**config.mk**
```make
export PLATFORM = sky130hd
export DESIGN_NAME = noc_inject_buffer
export DESIGN_NICKNAME = d
export VERILOG_FILES = /design/src/rtl/noc_inject_buffer.sv
export SDC_FILE = /design/constraint.sdc
export NUM_CORES = 1
export LEC_CHECK = 0
export ABC_AREA = 1
export CORE_MARGIN = 2
export CORE_UTILIZATION = 63
export CTS_CLUSTER_DIAMETER = 120
export CTS_CLUSTER_SIZE = 28
export DETAILED_ROUTE_END_ITERATION = 8
export GPL_TIMING_DRIVEN = 0
export PLACE_DENSITY_LB_ADDON = 0.2
export SLEW_MARGIN = 20
export SYNTH_ARGS = -nofsm -noshare
export SYNTH_HDL_FRONTEND = slang
export SYNTH_SLANG_ARGS = --single-unit
```
**constraint.sdc**
```tcl
create_clock -name noc_clk -period 5.3 [get_ports noc_clk]
set_clock_uncertainty 0.15 [all_clocks]
set_input_delay 1.06 -clock noc_clk [delete_from_list [all_inputs] [get_ports noc_clk]]
set_output_delay 1.06 -clock noc_clk [all_outputs]
set_load 0.05 [all_outputs]
```
**src/rtl/noc_inject_buffer.sv**
```systemverilog
// NoC injection buffer: FWFT flit FIFO with header/tail framing check.
// Optional NOC_INJ_STATS_EN adds packet in/out counters.
`ifndef Noc_Data_Width
`define Noc_Data_Width 32
`endif

module noc_inject_buffer #(
  parameter int DEPTH  = 8,
  parameter int ADDR_W = 3
) (
  input  logic                       noc_clk,
  input  logic                       noc_rst_n,
  input  logic                       in_valid,
  output logic                       in_ready,
  input  logic [`Noc_Data_Width-1:0] in_flit,
  input  logic                       in_is_header,
  input  logic                       in_is_tail,
  output logic                       out_valid,
  input  logic                       out_ready,
  output logic [`Noc_Data_Width-1:0] out_flit,
  output logic                       out_is_header,
  output logic                       out_is_tail,
  output logic [ADDR_W:0]            fifo_count,
  output logic [7:0]                 frame_err_cnt
`ifdef NOC_INJ_STATS_EN
  ,
  output logic [15:0]                pkt_in_cnt,
  output logic [15:0]                pkt_out_cnt
`endif
);

  localparam int DW = `Noc_Data_Width;
  localparam logic [ADDR_W:0] FULL = (ADDR_W+1)'(DEPTH);
  localparam logic [ADDR_W:0] RDY_MAX = (ADDR_W+1)'(DEPTH - 3);

  typedef enum logic {EXP_HEAD, IN_PKT} fr_e;

  fr_e               fr_q, fr_d;
  logic              fr_wr, fr_err;
  logic [DW+1:0]     mem_q [DEPTH];
  logic [ADDR_W-1:0] wr_ptr_q, rd_ptr_q;
  logic [ADDR_W:0]   count_q, count_d;
  logic              in_ready_q, in_ready_d;
  logic [7:0]        err_q, err_d;
  logic              push, pop, full, ovf;
  logic [1:0]        err_inc;
  logic [8:0]        err_sum;
  logic [DW+1:0]     head;

  // Framer state register
  always_ff @(posedge noc_clk or negedge noc_rst_n) begin
    if (!noc_rst_n) fr_q <= EXP_HEAD;
    else            fr_q <= fr_d;
  end

  // Framer next state: advances only on presented flits
  always_comb begin
    fr_d = fr_q;
    if (in_valid) begin
      unique case (1'b1)
        (fr_q == EXP_HEAD):
          if (in_is_header && !in_is_tail) fr_d = IN_PKT;
        (fr_q == IN_PKT):
          if (!in_is_header && in_is_tail) fr_d = EXP_HEAD;
        default: fr_d = fr_q;
      endcase
    end
  end

  // Framer outputs: write enable and framing error
  always_comb begin
    fr_wr  = 1'b0;
    fr_err = 1'b0;
    if (in_valid) begin
      unique case (1'b1)
        (fr_q == EXP_HEAD): begin
          fr_wr  = in_is_header;
          fr_err = !in_is_header;
        end
        (fr_q == IN_PKT): begin
          fr_wr  = 1'b1;
          fr_err = in_is_header;
        end
        default: ;
      endcase
    end
  end

  assign full = (count_q == FULL);
  assign pop  = (count_q != '0) && out_ready;
  assign push = fr_wr && (!full || pop);
  assign ovf  = fr_wr && full && !pop;

  // Occupancy, ready look-ahead and saturating error sum
  always_comb begin
    count_d = count_q;
    unique case ({push, pop})
      2'b10:   count_d = count_q + 1'b1;
      2'b01:   count_d = count_q - 1'b1;
      default: count_d = count_q;
    endcase
    // one flit may be on the wire and one more launched on seeing ready
    in_ready_d = (count_d <= RDY_MAX);
    err_inc = {1'b0, fr_err} + {1'b0, ovf};
    err_sum = {1'b0, err_q} + {7'b0, err_inc};
    err_d   = err_sum[8] ? 8'hFF : err_sum[7:0];
  end

  // Storage array; no reset, reads are gated by occupancy
  always_ff @(posedge noc_clk) begin
    if (push) mem_q[wr_ptr_q] <= {in_flit, in_is_header, in_is_tail};
  end

  // Pointers, count, ready and error counter
  always_ff @(posedge noc_clk or negedge noc_rst_n) begin
    if (!noc_rst_n) begin
      wr_ptr_q   <= '0;
      rd_ptr_q   <= '0;
      count_q    <= '0;
      in_ready_q <= 1'b0;
      err_q      <= '0;
    end else begin
      if (push) wr_ptr_q <= wr_ptr_q + 1'b1;
      if (pop)  rd_ptr_q <= rd_ptr_q + 1'b1;
      count_q    <= count_d;
      in_ready_q <= in_ready_d;
      err_q      <= err_d;
    end
  end

  assign head      = (count_q != '0) ? mem_q[rd_ptr_q] : '0;
  assign out_valid = (count_q != '0);
  assign out_flit      = head[DW+1:2];
  assign out_is_header = head[1];
  assign out_is_tail   = head[0];
  assign in_ready      = in_ready_q;
  assign fifo_count    = count_q;
  assign frame_err_cnt = err_q;

`ifdef NOC_INJ_STATS_EN
  logic [15:0] pin_q, pout_q;

  // Packet counters: accepted tails in, popped tails out
  always_ff @(posedge noc_clk or negedge noc_rst_n) begin
    if (!noc_rst_n) begin
      pin_q  <= '0;
      pout_q <= '0;
    end else begin
      if (push && in_is_tail) pin_q  <= pin_q + 1'b1;
      if (pop && head[0])     pout_q <= pout_q + 1'b1;
    end
  end

  assign pkt_in_cnt  = pin_q;
  assign pkt_out_cnt = pout_q;
`endif

endmodule

```
### Yosys cells after proc, flatten, opt, wreduce, memory -nomap -nowiden

Memories as Yosys holds them, arrays and structs flattened.
Cells that the tools add are included.

* input bits: 38
* register bits: 20
* memories kept: 1
* RAM bits: 272
* ROM bits: 0
* bits in latches: 0
* word-level logic and storage cells: 42
* output and inout port bits: 48

Memory list
* mem_q: words 8, width 34, read ports 1, clocked after memory_dff 0, wr ports 1, line 40 `logic [DW+1:0] mem_q [DEPTH];`

* $add $sub $neg: 6
* shifts and indexed selects: 0
* $mul: 0
* magnitude comparators: 1
* equality and inequality tests: 3
* multiplexer cells: 12
* bitwise gates (word level): 1
* div/mod/pow operators: 0
* reductions and logical operators: 12

Operators by type and width (count)
* two-way mux 34 bit: 1
* adder 8 x 2 -> 9 bit: 1
* two-way mux 8 bit: 1
* case mux 4 bit (2 select lines): 1
* adder 3 x 1 -> 3 bit (second input constant): 2
* logical AND 1 bit: 6
* two-way mux 1 bit: 6
* case mux 1 bit (2 select lines): 3
* adder 4 x 1 -> 4 bit (second input constant): 1
* equality test 4 bit (second input constant): 1
* less-or-equal comparator 4 x 3 -> 1 bit (second input constant): 1
* zero test 1 bit: 4
* nonzero test 4 bit: 1
* subtractor 4 x 1 -> 4 bit (second input constant): 1
* adder 1 x 1 -> 2 bit: 1
* equality test 2 x 1 -> 1 bit (second input constant): 1
* equality test 2 bit (second input constant): 1
* logical OR 1 bit: 1
* inverter 1 bit: 1

### Depth between registers and ports, before layout

Gate-level depths: netlist of run 1.

* depth after elaboration: 8
* mapped depth: 17
* gate-level depth less buffers: 17

### Worst setup path after synthesis of run 1

Ideal clock, no wire load.

* path kind: in2reg
* from: input in_is_header
* to: memory mem_q[0][0] (netlist bit) (enable)
* path buffers: 0
* arrival: 3391 ps
* path slack: 1334 ps
* stages: 8
* path through: inv_1 > ha_1 > inv_1 > nand2_1 > inv_1 > nand2_1 > or2_1 > nor2_1

* word-level cells in the longest chain between the ends: 5

Ends and longest elaborated chain
* start: declaration: line 16 `input logic in_is_header,`
* case mux 1 bit (2 select lines): line 75 `unique case (1'b1)`
* two-way mux 1 bit: line 74 `if (in_valid) begin`
* logical AND 1 bit: line 91 `assign push = fr_wr && (!full || pop);`
* two-way mux 1 bit: line 111 `if (push) mem_q[wr_ptr_q] <= {in_flit, in_is_header, in_is_tail};`
* two-way mux 1 bit (implied by the code): line 111
* end: declaration: line 40

Every way passes these cells.

### Worst setup path after layout of run 1

* from: register rd_ptr_q[1]
* to: output out_is_tail

* word-level cells in the longest chain between the ends: 2

Ends and longest elaborated chain
* start: declaration: line 41 `logic [ADDR_W-1:0] wr_ptr_q, rd_ptr_q;`
* start signal: assignment: line 124 `if (pop) rd_ptr_q <= rd_ptr_q + 1'b1;`
* memory (8 x 34 bit)
* two-way mux 34 bit: line 131 `assign head = (count_q != '0) ? mem_q[rd_ptr_q] : '0;`
* end: declaration: line 22 `output logic out_is_tail,`

Every way passes these cells.

==> results.md, run 1 <==
- Hold WC Path Type: primary input to async pin
- Rows: 50
- Peak VDD IR: 0.4848 mV
- R2R setup slack: 2.55 ns
- Post-synthesis sequential area ratio: 73.39%
- Fmax: 228.3 MHz
- Port bufs: 85
- I/O pins: 86
- Async SR Flop Fraction: 6.849%
- Most frequent cells in the layout: 279 x nor2_1, 272 x edfxtp_1, 84 x clkdlybuf4s50_1
- RSZ-0062 raised after global routing: no
- Syn Std Cell Area: 0.01181 mm^2
- Htree depth: 1
- Vias in the first global route: 7645
- GRT Total Usage: 26.86%
- Synth Register Bits: 292
- Antenna cells: 0
- Final Critical Period: 4.380 ns
- Post-synthesis instance total: 917
- Cell type with the largest total area after synthesis: edfxtp_1
- Max FO, Critical Path: 10
- Number of DRC markers in iteration 0: 771
- Placed cells: 1244
- Syn. warnings: 0
- Ordered cell list for the critical path: buf_2, clkbuf_1, o21ai_0, o32ai_1, o21ai_0, nor2_1, clkdlybuf4s50_1
- Largest stage delay, worst path: 0.86 ns
- CP Capture Type: output port
- Prevailing post-synth register cell: edfxtp_1
- Cell Count, Final, Fillers Out: 1268
- Die area: 0.01986 mm^2
- Setup CP Type: flip-flop to output port
- Total power: 8.327 mW
- Pwr Density: 610.6 mW/mm^2
- FF+latch area: 0.008668 mm^2
- CP Depth: 7
- Switching Share: 44.24%
- Initial Utilization: 63.57%
- Total Nets Final: 1070
- Clock Latency Late Sink: 0.50 ns
- CTS tree: done
- Max-slew violations: 0
- Top cells by area, synth: edfxtp_1 69%, nor2_1 9.1%, o32ai_1 5.0%
- Setup WS post-layout: 0.9200 ns
- Total grt overflow: 0
- Buffers & Inverters on Critical Path: 3
- Synth top area share: 69.15%
- # hold bufs at CTS: 0
- Die Span Y: 140.9 um
- Cell area after layout: 0.01364 mm^2
- Area grow syn2layout: 15.46%
- Area used by multi-input combinational logic: 0.002763 mm^2
- Clock-pin slew on the worst setup and hold paths: 0.11 ns
- Least-Margin Pin Slew: 0.6864 ns
- Crit path DAT: 3.17 ns
- First-pass GRT wire length: 40520 um
- Clock sinks: 292
- Slew margin rel.: 54.24%
- Syn_nets: 961
- Synth cell types: 32
- Drt first pass iters: 5
- PostCTS Resize Cnt: 0
- P_sw: 3.684 mW
- R2r worst-path depth: 9
- Logic gate share of total power: 50.3%
- Status: completed
- Die width: 140.9 um
- Cell family with most CP delay: buffers and inverters
- Leak: 4.643 nW
- TritonCTS buffer count: 14
- Largest net degree at the start of global routing: 30
- Mapped Avg Cell Area: 12.88 um^2
- Post-route ant nets: 0
- Placed cell areas: 0.01322 mm^2
- Initial antenna violation count: 0
- DR vias: 7684
- Crit-path slowest cell: clkdlybuf4s50_1
- DRC violations left: 0
- Fill cells: 1169
- Clock Tree Buf Depth: 3
- Final hold vios: 0
- Final HPWL from detailed placement: 16990 um
- Clock power frac: 14.8%
- Setup tns final: 0 ns
- Number of flops mapped to enable cells by yosys: 272
- Core ar.: 0.01858 mm^2
- Internal Dissipation: 4.643 mW
- Clock root buffer: clkbuf_16
- Most common cell after layout, fill and taps aside: nor2_1
- Setup Viol. Count Final: 0
- Reg power frac: 34.9%
- Max cap viols: 0
- Drt wl/cell: 20.86 um
- Overall routed net length: 26450 um
- Avg Vias per Cell: 6.060
- Crit-path most repeated cell: o21ai_0
- Worst Setup Start Kind: flip-flop
- Share of cells above drive strength 1: 7.447%
- Setup Buffers After CTS: 0
- Routability congestion estimate: 0.7867
- Crit share post-route: 82.64%
- Req. time, crit path: 4.09 ns
- Worst slack, placed: 1.036 ns
[flip-flops by register name, indices dropped and copies added (netlist names)]
signal / count
fifo_count: 4
fr_q: 1
frame_err_cnt: 8
in_ready: 1
mem_q: 272
rd_ptr_q: 3
wr_ptr_q: 3
[metal layers]
metal / vias to the layer above / part of all wire, % / GRT usage, %
met5: - / 0 / 0
li1: 3533 / - / -
met2: 353 / 50 / 44.67
met4: 0 / 3.1 / 10.74
met1: 3738 / 40 / 36.92
met3: 60 / 6.9 / 3.193
[stage by stage]
step / util [%] / hold slack [ns]
2_1_floorplan: - / 0.3428
3_3_place_gp: 69.72 / 0.3616
3_5_place_dp: 71.15 / 0.3783
4_1_cts: 73.42 / 0.3985
5_1_grt: 73.39 / 0.3996
6_report: 73.39 / 0.3610
[worst paths after layout]
check,start,endpoint
max in group asynchronous,noc_rst_n,in_ready
min in group noc_clk,fr_q,fr_q
setup reg to reg,fr_q,mem_q[4][20]
setup / recovery,rd_ptr_q[1],out_is_tail
hold reg to reg,fr_q,fr_q
hold / removal,noc_rst_n,rd_ptr_q[0]
[layout make-up]
class,count,share of cell area [%]
sequential,292,63.57
tap,234,2.147
clock buffer,23,2.973
buffer,56,2.431
multi-input combinational,540,20.26
inverter,29,0.7982
clock inverter,1,0.1193
timing repair buffer,93,7.707
[cell families after synthesis]
group	count (synthesis)	share of synthesized area, %
AND/OR/NAND/NOR	351	12.09
flip-flops	292	73.39
AO/OA/AOI/OAI	179	9.799
buffers and inverters	85	3.729
adder cells (fa/ha/maj)	6	0.6992
XOR/XNOR	4	0.2966
[power groups by stage]
stage	Clock, mW	Sequential [mW]	Combinational [mW]
4_1_cts	1.22	2.91	4.20
3_5_place_dp	0	2.96	4.17
2_1_floorplan	0	3.09	2.61
5_1_grt	1.30	2.93	4.46
3_3_place_gp	0	2.97	4.02
6_report	1.23	2.91	4.19
[synthesized netlist by cell type, types with 2 or more instances]
library cell / instances
buf_2: 13
buf_4: 4
buf_6: 12
clkbuf_1: 26
dfrtp_1: 20
edfxtp_1: 272
ha_1: 5
inv_1: 27
inv_2: 2
nand2_1: 32
nand2_2: 2
nand2_4: 3
nand3_1: 13
nand3_2: 2
nand4_1: 4
nor2_1: 287
o21ai_0: 81
o21ai_1: 27
o32ai_1: 68
or2_2: 2
xor2_1: 4
Power figures use the tool's default switching activity.
==> run 2: changes to the inputs <==
Settings changed: CORE_UTILIZATION 63 to 53.
Clock period 5.3 ns to 3.95 ns, I/O delays scaled along.
==> run 2 against run 1 <==
Design area increased by 0.90%. Critical endpoint is now out_flit[31]. First-iteration DRC count increased by 13%. Critical path type unchanged. Combinational power increased by 34%. Sequential cell count unchanged.
==> results.md, run 2 (synthesized netlist as in run 1, its figures left out) <==
- Status: completed (unchanged)
- Setup tns final: 0 ns (unchanged)
- Share of cells above drive strength 1: 8.704% (was 7.447%)
- Drt wl/cell: 20.92 um (was 20.86 um)
- GRT met2 Usage: 40.16% (was 44.67%)
- Avg Vias per Cell: 5.851 (was 6.060)
- I/O pins: 86 (unchanged)
- Hold WC Path Type: primary input to async pin (unchanged)
- Clock Latency Late Sink: 0.50 ns (about the same)
- Max FO, Critical Path: 10 (unchanged)
- Port bufs: 85 (unchanged)
- Leak: 4.869 nW (was 4.643 nW)
- Vias in the first global route: 7761 (was 7645)
- Number of DRC markers in iteration 0: 868 (was 771)
- Final Util: 63.05% (was 73.39%)
- Die width: 153.3 um (was 140.9 um)
- DRC violations left: 0 (unchanged)
- Setup Viol. Count Final: 0 (unchanged)
- Final hold vios: 0 (unchanged)
- Setup CP Type: flip-flop to output port (unchanged)
- Die Span Y: 153.3 um (was 140.9 um)
- Crit share post-route: 98.32%
- Area grow syn2layout: 16.49% (was 15.46%)
- Most frequent cells in the layout: 279 x nor2_1, 272 x edfxtp_1, 81 x o21ai_0 (was 279 x nor2_1, 272 x edfxtp_1, 84 x clkdlybuf4s50_1)
- Reg with most FFs: mem_q (unchanged)
- Most Used Layer, Global Route: met2 (unchanged)
- Least-Margin Pin Slew: 0.7729 ns (was 0.6864 ns)
- Total Nets Final: 1070 (unchanged)
- Clock-pin slew on the worst setup and hold paths: 0.10 ns (was 0.11 ns)
- GR met3 Demand/Resource: 2.410% (was 3.193%)
- GRT Total Usage: 23.31% (was 26.86%)
- Largest register FFs: 272 (unchanged)
- Core ar.: 0.02182 mm^2 (was 0.01858 mm^2)
- Post-route ant nets: 0 (unchanged)
- Antenna cells: 0 (unchanged)
- Clock sinks: 292 (unchanged)
- DR vias: 7688 (was 7684)
- Drt first pass iters: 5 (unchanged)
- Initial antenna violation count: 0 (unchanged)
- TritonCTS buffer count: 14 (unchanged)
- Crit path DAT: 2.94 ns (was 3.17 ns)
- Fmax: 257.5 MHz
- Max-slew violations: 0 (unchanged)
- Total grt overflow: 0 (unchanged)
- Clock root buffer: clkbuf_16 (unchanged)
- Largest net degree at the start of global routing: 30 (unchanged)
- Most common cell after layout, fill and taps aside: nor2_1 (unchanged)
- # hold bufs at CTS: 0 (unchanged)
- Final HPWL from detailed placement: 17580 um (was 16990 um)
- Placed cell areas: 0.01328 mm^2 (was 0.01322 mm^2)
- CP Capture Type: output port (unchanged)
- First-pass GRT wire length: 42530 um (was 40520 um)
- Cell area after layout: 0.01376 mm^2 (was 0.01364 mm^2)
- Peak VDD IR: 0.6936 mV (was 0.4848 mV)
- Die area: 0.02350 mm^2 (was 0.01986 mm^2)
- CTS tree: done (unchanged)
- Slew margin rel.: 48.35% (was 54.24%)
- Met1 Usage GRT: 32.14% (was 36.92%)
- Overall routed net length: 27490 um (was 26450 um)
- Htree depth: 1 (unchanged)
- Pwr Density: 812.2 mW/mm^2 (was 610.6 mW/mm^2)
- Initial Utilization: 54.12% (was 63.57%)
- Routability congestion estimate: 0.7375 (was 0.7867)
- R2R setup slack: 1.17 ns (was 2.55 ns)
- Clock Tree Buf Depth: 3 (unchanged)
- Req. time, crit path: 3.01 ns (was 4.09 ns)
- Worst Setup Start Kind: flip-flop (unchanged)
- Max cap viols: 0 (unchanged)
- Final Critical Period: 3.884 ns
- Rows: 54 (was 50)
- Fill cells: 1650 (was 1169)
run 2: worst max-delay path, cell delays in order (launching register included):
cell	delay, ns
dfrtp_1	0.43
buf_6	0.16
inv_2	0.06
buf_6	0.14
buf_4	0.23
nor2_1	0.06
o32ai_1	0.25
nor2_1	0.07
nor2_1	0.20
clkdlybuf4s50_1	0.84
run 2: final timing paths:
kind	cells after the start	from	to
min in group noc_clk	2	fr_q	fr_q
max	9	rd_ptr_q[0]	out_flit[31]
max reg2reg	9	fr_q	mem_q[6][9]
max in group asynchronous	1	noc_rst_n	fifo_count[1]
min	1	noc_rst_n	rd_ptr_q[2]
min reg2reg	2	fr_q	fr_q
run 2: per-layer routing:
| metal | wire (um) | vias up |
|---|---|---|
| met5 | 0 | - |
| met4 | 461 | 0 |
| met3 | 1793 | 35 |
| met2 | 13820 | 313 |
| met1 | 11410 | 3809 |
| li1 | - | 3531 |
run 2: layout make-up:
| cell class | count | area, um^2 | area share [%] |
|---|---|---|---|
| Inverter | 29 | 108.9 | 0.7911 |
| Clock inverter | 1 | 16.27 | 0.1182 |
| Clock buffer | 23 | 405.4 | 2.946 |
| Timing Repair Buffer | 93 | 1100 | 7.993 |
| Sequential cell | 292 | 8668 | 63.00 |
| Tap cell | 280 | 350.3 | 2.546 |
| Buffer | 56 | 347.8 | 2.528 |
| Multi-Input combinational cell | 540 | 2763 | 20.08 |
run 2: power by group:
group	internal [mW]	switching [mW]	total [mW]
clock network	0.727	0.929	1.66
logic	1.74	3.88	5.62
registers	3.76	0.147	3.90
total	6.22	4.95	11.2
run 2: metrics by stage:
stage | hold slack, ns | cells | setup WS [ns] | power [mW]
after floorplan | 0.3428 | 917 | 0.2541 | 7.651
after global placement | 0.3627 | 1282 | -1.910 | 9.440
after detailed placement | 0.3778 | 1290 | -0.06320 | 9.602
after CTS | 0.4019 | 1314 | 0.01400 | 11.23
after global routing | 0.1217 | 1314 | -0.0002538 | 11.69
final | 0.08849 | 1314 | 0.06636 | 11.18
run 2: timing repair:
item	CTS	global route
setup buffers	0	0
setup endpoints to repair	23	29
gates resized for setup	8	32
gates cloned	0	0
